`config.mk`:
```
export PLATFORM = sky130hd
export DESIGN_NAME = pipe_hazard_ctrl
export DESIGN_NICKNAME = d
export VERILOG_FILES = /design/src/rtl/hazard_pkg.sv /design/src/rtl/stall_timer.sv /design/src/rtl/pipe_hazard_ctrl.sv
export SDC_FILE = /design/constraint.sdc
export NUM_CORES = 1
export LEC_CHECK = 0
export ABC_AREA = 1
export CAP_MARGIN = 20
export CELL_PAD_IN_SITES_DETAIL_PLACEMENT = 1
export CELL_PAD_IN_SITES_GLOBAL_PLACEMENT = 1
export CORE_ASPECT_RATIO = 0.75
export CORE_UTILIZATION = 30
export CTS_BUF_LIST = sky130_fd_sc_hd__clkbuf_16
export DETAILED_ROUTE_END_ITERATION = 16
export PLACE_DENSITY = 0.74
export SYNTH_ARGS = -nofsm -noshare
export SYNTH_HDL_FRONTEND = slang
export SYNTH_SLANG_ARGS = --single-unit
export TNS_END_PERCENT = 100
```
`constraint.sdc`:
```
create_clock -name clk -period 5.2 [get_ports clk]
set_clock_uncertainty 0.1 [all_clocks]
set_input_delay 1.56 -clock clk [delete_from_list [all_inputs] [get_ports clk]]
set_output_delay 1.56 -clock clk [all_outputs]
set_load 0.01 [all_outputs]
```
`src/rtl/hazard_pkg.sv`:
```
// Shared definitions for the pipeline hazard controller: stage indices,
// the stage-index type and a highest-set-bit helper used for hold/flush points.
package hazard_pkg;

    localparam int MAX_STAGE = 32;
    localparam int IDX_W     = 5;

    typedef logic [IDX_W-1:0] stage_idx_t;

    localparam stage_idx_t STG_F = stage_idx_t'(0);
    localparam stage_idx_t STG_D = stage_idx_t'(1);
    localparam stage_idx_t STG_X = stage_idx_t'(2);
    localparam stage_idx_t STG_M = stage_idx_t'(3);
    localparam stage_idx_t STG_W = stage_idx_t'(4);

    typedef struct packed {
        logic       found;
        stage_idx_t idx;
    } hsb_t;

    function automatic hsb_t highest_set(input logic [MAX_STAGE-1:0] vec);
        hsb_t r;
        r = '0;
        for (int i = 0; i < MAX_STAGE; i++) begin
            if (vec[i]) begin
                r.found = 1'b1;
                r.idx   = stage_idx_t'(i);
            end
        end
        return r;
    endfunction

endpackage

```
`src/rtl/stall_timer.sv`:
```
// Timed multi-cycle stall: down-counter, latched stage, busy, sticky error
// and same-cycle cancel. The start cycle is made effective via a bypass.
module stall_timer
    import hazard_pkg::*;
#(
    parameter int LEN_W = 4
) (
    input  logic             clk,
    input  logic             rst_n,
    input  logic             start,
    input  stage_idx_t       start_stage,
    input  logic [LEN_W-1:0] start_len,
    input  logic             cancel,
    output logic             active,
    output stage_idx_t       active_stage,
    output logic             busy,
    output logic             err
);

    logic [LEN_W-1:0] cnt_q;
    stage_idx_t       stage_q;
    logic             err_q;
    logic             start_ok;

    assign busy         = (cnt_q != '0);
    assign start_ok     = start && !busy && (start_len != '0);
    assign active       = busy || start_ok;
    assign active_stage = start_ok ? start_stage : stage_q;
    assign err          = err_q;

    // Counter holds the cycles still to stall after the current one.
    // NOTE: sequential state uses non-blocking assignments so every flop
    // samples pre-edge values regardless of statement order.
    always_ff @(posedge clk or negedge rst_n) begin
        if (!rst_n) begin
            cnt_q   <= '0;
            stage_q <= STG_F;
            err_q   <= 1'b0;
        end else begin
            if (start && busy) begin
                err_q <= 1'b1;
            end
            if (cancel) begin
                cnt_q <= '0;
            end else if (start_ok) begin
                cnt_q   <= start_len - LEN_W'(1);
                stage_q <= start_stage;
            end else if (busy) begin
                cnt_q <= cnt_q - LEN_W'(1);
            end
        end
    end

endmodule

```
`src/rtl/pipe_hazard_ctrl.sv`:
```
// Pipeline hazard controller: per-stage enables, bubbles and flushes from stall,
// flush and timed-stall requests. Optional counters: define HAZ_PERF_CNT_EN.
module pipe_hazard_ctrl
    import hazard_pkg::*;
#(
    parameter int NSTAGE = 5,
    parameter int LEN_W  = 4
`ifdef HAZ_PERF_CNT_EN
   ,parameter int CNT_W  = 32
`endif
) (
    input  logic                       clk,
    input  logic                       rst_n,
    input  logic [NSTAGE-1:0]          stall_req,
    input  logic [NSTAGE-1:0]          flush_req,
    input  logic                       mc_start,
    input  logic [$clog2(NSTAGE)-1:0]  mc_stage,
    input  logic [LEN_W-1:0]           mc_len,
    output logic [NSTAGE-1:0]          en,
    output logic [NSTAGE-1:0]          bubble,
    output logic                       mc_busy,
    output logic                       mc_err
`ifdef HAZ_PERF_CNT_EN
   ,output logic [CNT_W-1:0]           perf_stall_cyc,
    output logic [CNT_W-1:0]           perf_flush_cnt
`endif
);

    stage_idx_t             mc_stage_clamped;
    logic                   tmr_active;
    stage_idx_t             tmr_stage;
    logic                   tmr_cancel;
    logic [MAX_STAGE-1:0]   stall_vec;
    logic [MAX_STAGE-1:0]   flush_vec;
    hsb_t                   hold;
    hsb_t                   flush;
    logic                   flush_ok;
    logic                   hold_any;

    assign mc_stage_clamped = (stage_idx_t'(mc_stage) >= stage_idx_t'(NSTAGE)) ?
                              stage_idx_t'(NSTAGE - 1) : stage_idx_t'(mc_stage);

    stall_timer #(.LEN_W(LEN_W)) u_timer (
        .clk          (clk),
        .rst_n        (rst_n),
        .start        (mc_start),
        .start_stage  (mc_stage_clamped),
        .start_len    (mc_len),
        .cancel       (tmr_cancel),
        .active       (tmr_active),
        .active_stage (tmr_stage),
        .busy         (mc_busy),
        .err          (mc_err)
    );

    // An honoured flush is always older than the timed stall, so it cancels it.
    assign tmr_cancel = flush_ok && tmr_active;
    assign hold_any   = hold.found && !flush_ok;

    // NOTE: every output of this block gets a default first so no path
    // leaves a value unassigned and no latch is inferred.
    always_comb begin
        stall_vec = '0;
        flush_vec = '0;
        en        = '1;
        bubble    = '0;
        stall_vec[NSTAGE-1:0] = stall_req;
        flush_vec[NSTAGE-1:0] = flush_req;
        if (tmr_active) begin
            stall_vec[tmr_stage] = 1'b1;
        end
        hold     = highest_set(stall_vec);
        flush    = highest_set(flush_vec);
        flush_ok = flush.found && (!hold.found || (flush.idx > hold.idx));

        if (!rst_n) begin
            en     = '0;
            bubble = '1;
        end else if (flush_ok) begin
            for (int k = 0; k < NSTAGE; k++) begin
                bubble[k] = (k < int'(flush.idx));
            end
        end else if (hold.found) begin
            for (int k = 0; k < NSTAGE; k++) begin
                en[k]     = (k > int'(hold.idx));
                bubble[k] = (k == int'(hold.idx) + 1);
            end
        end
    end

`ifdef HAZ_PERF_CNT_EN
    always_ff @(posedge clk or negedge rst_n) begin
        if (!rst_n) begin
            perf_stall_cyc <= '0;
            perf_flush_cnt <= '0;
        end else begin
            if (hold_any && !(&perf_stall_cyc)) begin
                perf_stall_cyc <= perf_stall_cyc + CNT_W'(1);
            end
            if (flush_ok && !(&perf_flush_cnt)) begin
                perf_flush_cnt <= perf_flush_cnt + CNT_W'(1);
            end
        end
    end
`else
    logic unused_hold_any;
    assign unused_hold_any = hold_any;
`endif

endmodule

```
==> flow_metrics.tcl <==
set metrics [dict create \
    die_area_um2 4535 \
    p_switching_mw 0.8621 \
    antenna_found_initial 0 \
    dpl_cell_area_um2 2018 \
    synth-seq-area-share 0.1955 \
    synth_fp_nets 230 \
    p_seq_frac 0.081 \
    setup_viol 10 \
    worstPathRequired_ns 3.54 \
    grt_use_met2 0.4981 \
    use_met3 0.04341 \
    use_met1 0.3399 \
    outcome "finished, violations left" \
    drt_iter0_drc 36 \
    ioPinCount 32 \
    violations "negative setup slack" \
    pwr-share-comb 0.835 \
    avgViaCountPerCell 5.071 \
    crit_path_end_kind "primary output" \
    grt_pass1_wl_um 9473 \
    cpMostUsedCell "nand2_1" \
    path_max_fanout 8 \
    syn_area_um2 1280 \
    cp_slowest_cell "ha_4" \
    finalCriticalPeriod_ns 5.869 \
    p_leak_nw 1.160 \
    clkSinkCount 10 \
    numCtsBuffers 3 \
    cp_cell_sequence "buf_12 -> inv_12 -> nand4_1 -> nand2_4 -> buf_4 -> nand2_1 -> nor2_1 -> o21ai_1 -> nand2_1 -> nand2_1 -> a21oi_4 -> ha_4 -> a31oi_4 -> nand2_2 -> nand3_4 -> nand2_4 -> buf_12 -> nand2_8 -> inv_6 -> a21oi_2 -> nand2_1 -> buf_2" \
    critPathMaxStageDelay_ns 0.24 \
    first_pass_iters 4 \
    hold_path.class "reg2reg" \
    coreArea_um2 4079 \
    num_antenna_cells 0 \
    antenna_left 0 \
    p_int_mw 0.8550 \
    worstSetupStartpointType "input pin" \
    finalHoldViolCount 0 \
    htreeDepth 1 \
    wire_per_inst_um 17.59 \
    die_h_um 58.57 \
    busiest_layer "met2" \
    synthDistinctLibCells 29 \
    drive_above_1_share 0.5219 \
    dpl_worst_slack_ns -1.494 \
    ir_drop_v 0.0003316 \
    fin_area_um2 2444 \
    dp_hpwl_um 3677 \
    fmax_mhz 170.4 \
    drv_slew 0 \
    wirelength_um 6191 \
    portBuffers 31 \
    postLayoutSetupSlackWorst_ns -0.6692 \
    worstPathArrival_ns 4.21 \
    tritoncts "yes" \
    finalCritPeriodShare 1.129 \
    start_util 0.3138 \
    clk_latency_ns 0.24 \
    grt_pass1_vias 1932 \
    place.gp.congestion 0.9049 \
    synth-seq-cells 10 \
    cts-root-buf "clkbuf_16" \
    syn_area_per_cell_um2 6.213 \
    syn_to_final_growth_pct 90.91 \
    fp.dieW_um 77.43 \
    grt_max_degree 12 \
    final_nets 322 \
    overflow 0 \
    powerDensity_nw_per_um2 702.7 \
    drv_cap 0 \
    dr_total_vias 1785 \
    yosysWarnings 0 \
    criticalPathCategory "in2out" \
    synthCells 206 \
    clkPwrFrac 0.084 \
    clkTransAtPathRegs_ns 0.04 \
    drc 0 \
    tightest_slew_ns 0.4833 \
    rsz0062_at_grt "true" \
    slew-limit-headroom 0.6744 \
    track_usage 0.2734 \
    rows 20 \
    cts_buffer_depth 2 \
    switching_share 0.5021 \
]
worst max-delay path: cells and delay by family:
| family | cells | cell delay [ns] |
|---|---|---|
| and+or+nand+nor | 11 | 1.20 |
| AOI/OAI and AO/OA | 4 | 0.59 |
| buffers and inverters | 6 | 0.61 |
| adders and majority gates | 1 | 0.24 |
final timing paths:
check | start | end | slack (ns) | depth (start not counted)
min reg2reg | u_timer.err | u_timer.err | 0.40 | 1
max | mc_len[3] | bubble[2] | -0.67 | 22
max in group asynchronous | rst_n | u_timer.err | 3.03 | 3
min | u_timer.err | u_timer.err | 0.40 | 1
max reg2reg | u_timer.cnt_q[0] | u_timer.stage_q[2] | 1.77 | 25
min in group asynchronous | rst_n | u_timer.stage_q[4] | 1.64 | 2
cell usage in the layout (no fill, tap or decap), drive strengths merged, types with 2 or more instances in the layout:
cell	netlist	layout
nor2	40	40
dfrtp	10	10
clkdlybuf4s50	0	13
nand4	4	4
clkdlybuf4s15	0	3
nand3	15	15
nand2	59	59
a31oi	2	2
nor3	3	3
clkbuf	0	3
inv	35	35
o21ai	17	17
a21oi	8	8
o21bai	2	2
buf	0	70
ha	4	4
state kept, by name (all words and copies together), names as in the netlist:
name             flops
u_timer.cnt_q        4
u_timer.err          1
u_timer.stage_q      5
per-layer routing:
metal	vias up	share of wire
li1	844	-
met4	0	0.022
met5	-	0
met2	54	0.50
met1	869	0.44
met3	18	0.037
power groups by stage:
stage,combinational [mW],clock [mW],sequential [mW]
final,1.43,0.144,0.139
after global routing,1.54,0.147,0.142
after CTS,1.26,0.143,0.134
after detailed placement,1.07,0,0.133
after global placement,1.04,0,0.132
after floorplan,0.641,0,0.126
kinds of logic (layout without fill, tap and decap cells):
family | after synthesis | after routing | share of synthesized area
xor gates and xnor gates | 2 | 2 | 0.01369
DFF | 10 | 10 | 0.1955
buffers and inverters | 35 | 126 | 0.1046
AOI/OAI and AO/OA | 32 | 32 | 0.1496
adders and majority gates | 4 | 4 | 0.03910
and+or+nand+nor | 123 | 123 | 0.4975
cells in the mapped netlist:
library cell | n | area share
nand4_1 | 4 | 0.020
nor2_4 | 4 | 0.035
nor3_1 | 3 | 0.012
nand3_1 | 13 | 0.051
nor2_1 | 28 | 0.082
o21ai_0 | 8 | 0.031
nand2_1 | 47 | 0.14
inv_2 | 4 | 0.012
and2_1 | 1 | 0.0049
dfrtp_1 | 10 | 0.20
nand2_2 | 8 | 0.039
nand3_2 | 2 | 0.016
a21oi_1 | 7 | 0.027
o31ai_2 | 1 | 0.0098
inv_4 | 1 | 0.0049
xnor2_1 | 1 | 0.0068
a21boi_0 | 1 | 0.0059
nor2_2 | 7 | 0.034
o21bai_1 | 2 | 0.012
a21oi_4 | 1 | 0.013
nand3b_4 | 1 | 0.016
inv_1 | 30 | 0.088
nor2_8 | 1 | 0.016
o21ai_1 | 9 | 0.035
ha_1 | 4 | 0.039
a31oi_1 | 2 | 0.0098
o211ai_1 | 1 | 0.0059
xor2_1 | 1 | 0.0068
nand2_4 | 4 | 0.035
cell type report:
type,count,area [µm²]
multi-input cells,161,1160
repair buffers,87,721.9
clock inverters,1,3.754
flip-flops and latches,10,250.2
inverters,35,163.9
well taps,55,68.82
clock buffers,3,75.07
fillers,519,1635
per-stage QoR:
step | hold slack [ns] | instances | utilization | setup TNS (ns) | power, mW
floorplan | 0.3591 | 206 | - | -0.6456 | 0.7672
global placement | 0.3857 | 328 | 0.4948 | -12.88 | 1.171
detailed placement | 0.3666 | 328 | 0.4948 | -13.84 | 1.200
CTS | 0.3759 | 349 | 0.5699 | -4.486 | 1.539
global route | 0.4562 | 352 | 0.5991 | -7.912 | 1.834
finish | 0.3963 | 352 | 0.5991 | -6.140 | 1.717
repair_timing:
item                       4_1_cts  5_1_grt
resized for setup              106       24
setup endpoints to repair       10       10
buffers inserted                17        3
hold buffers                     0        0
pin swaps                       30       18
No activity file was read; power rests on OpenSTA's default activity.
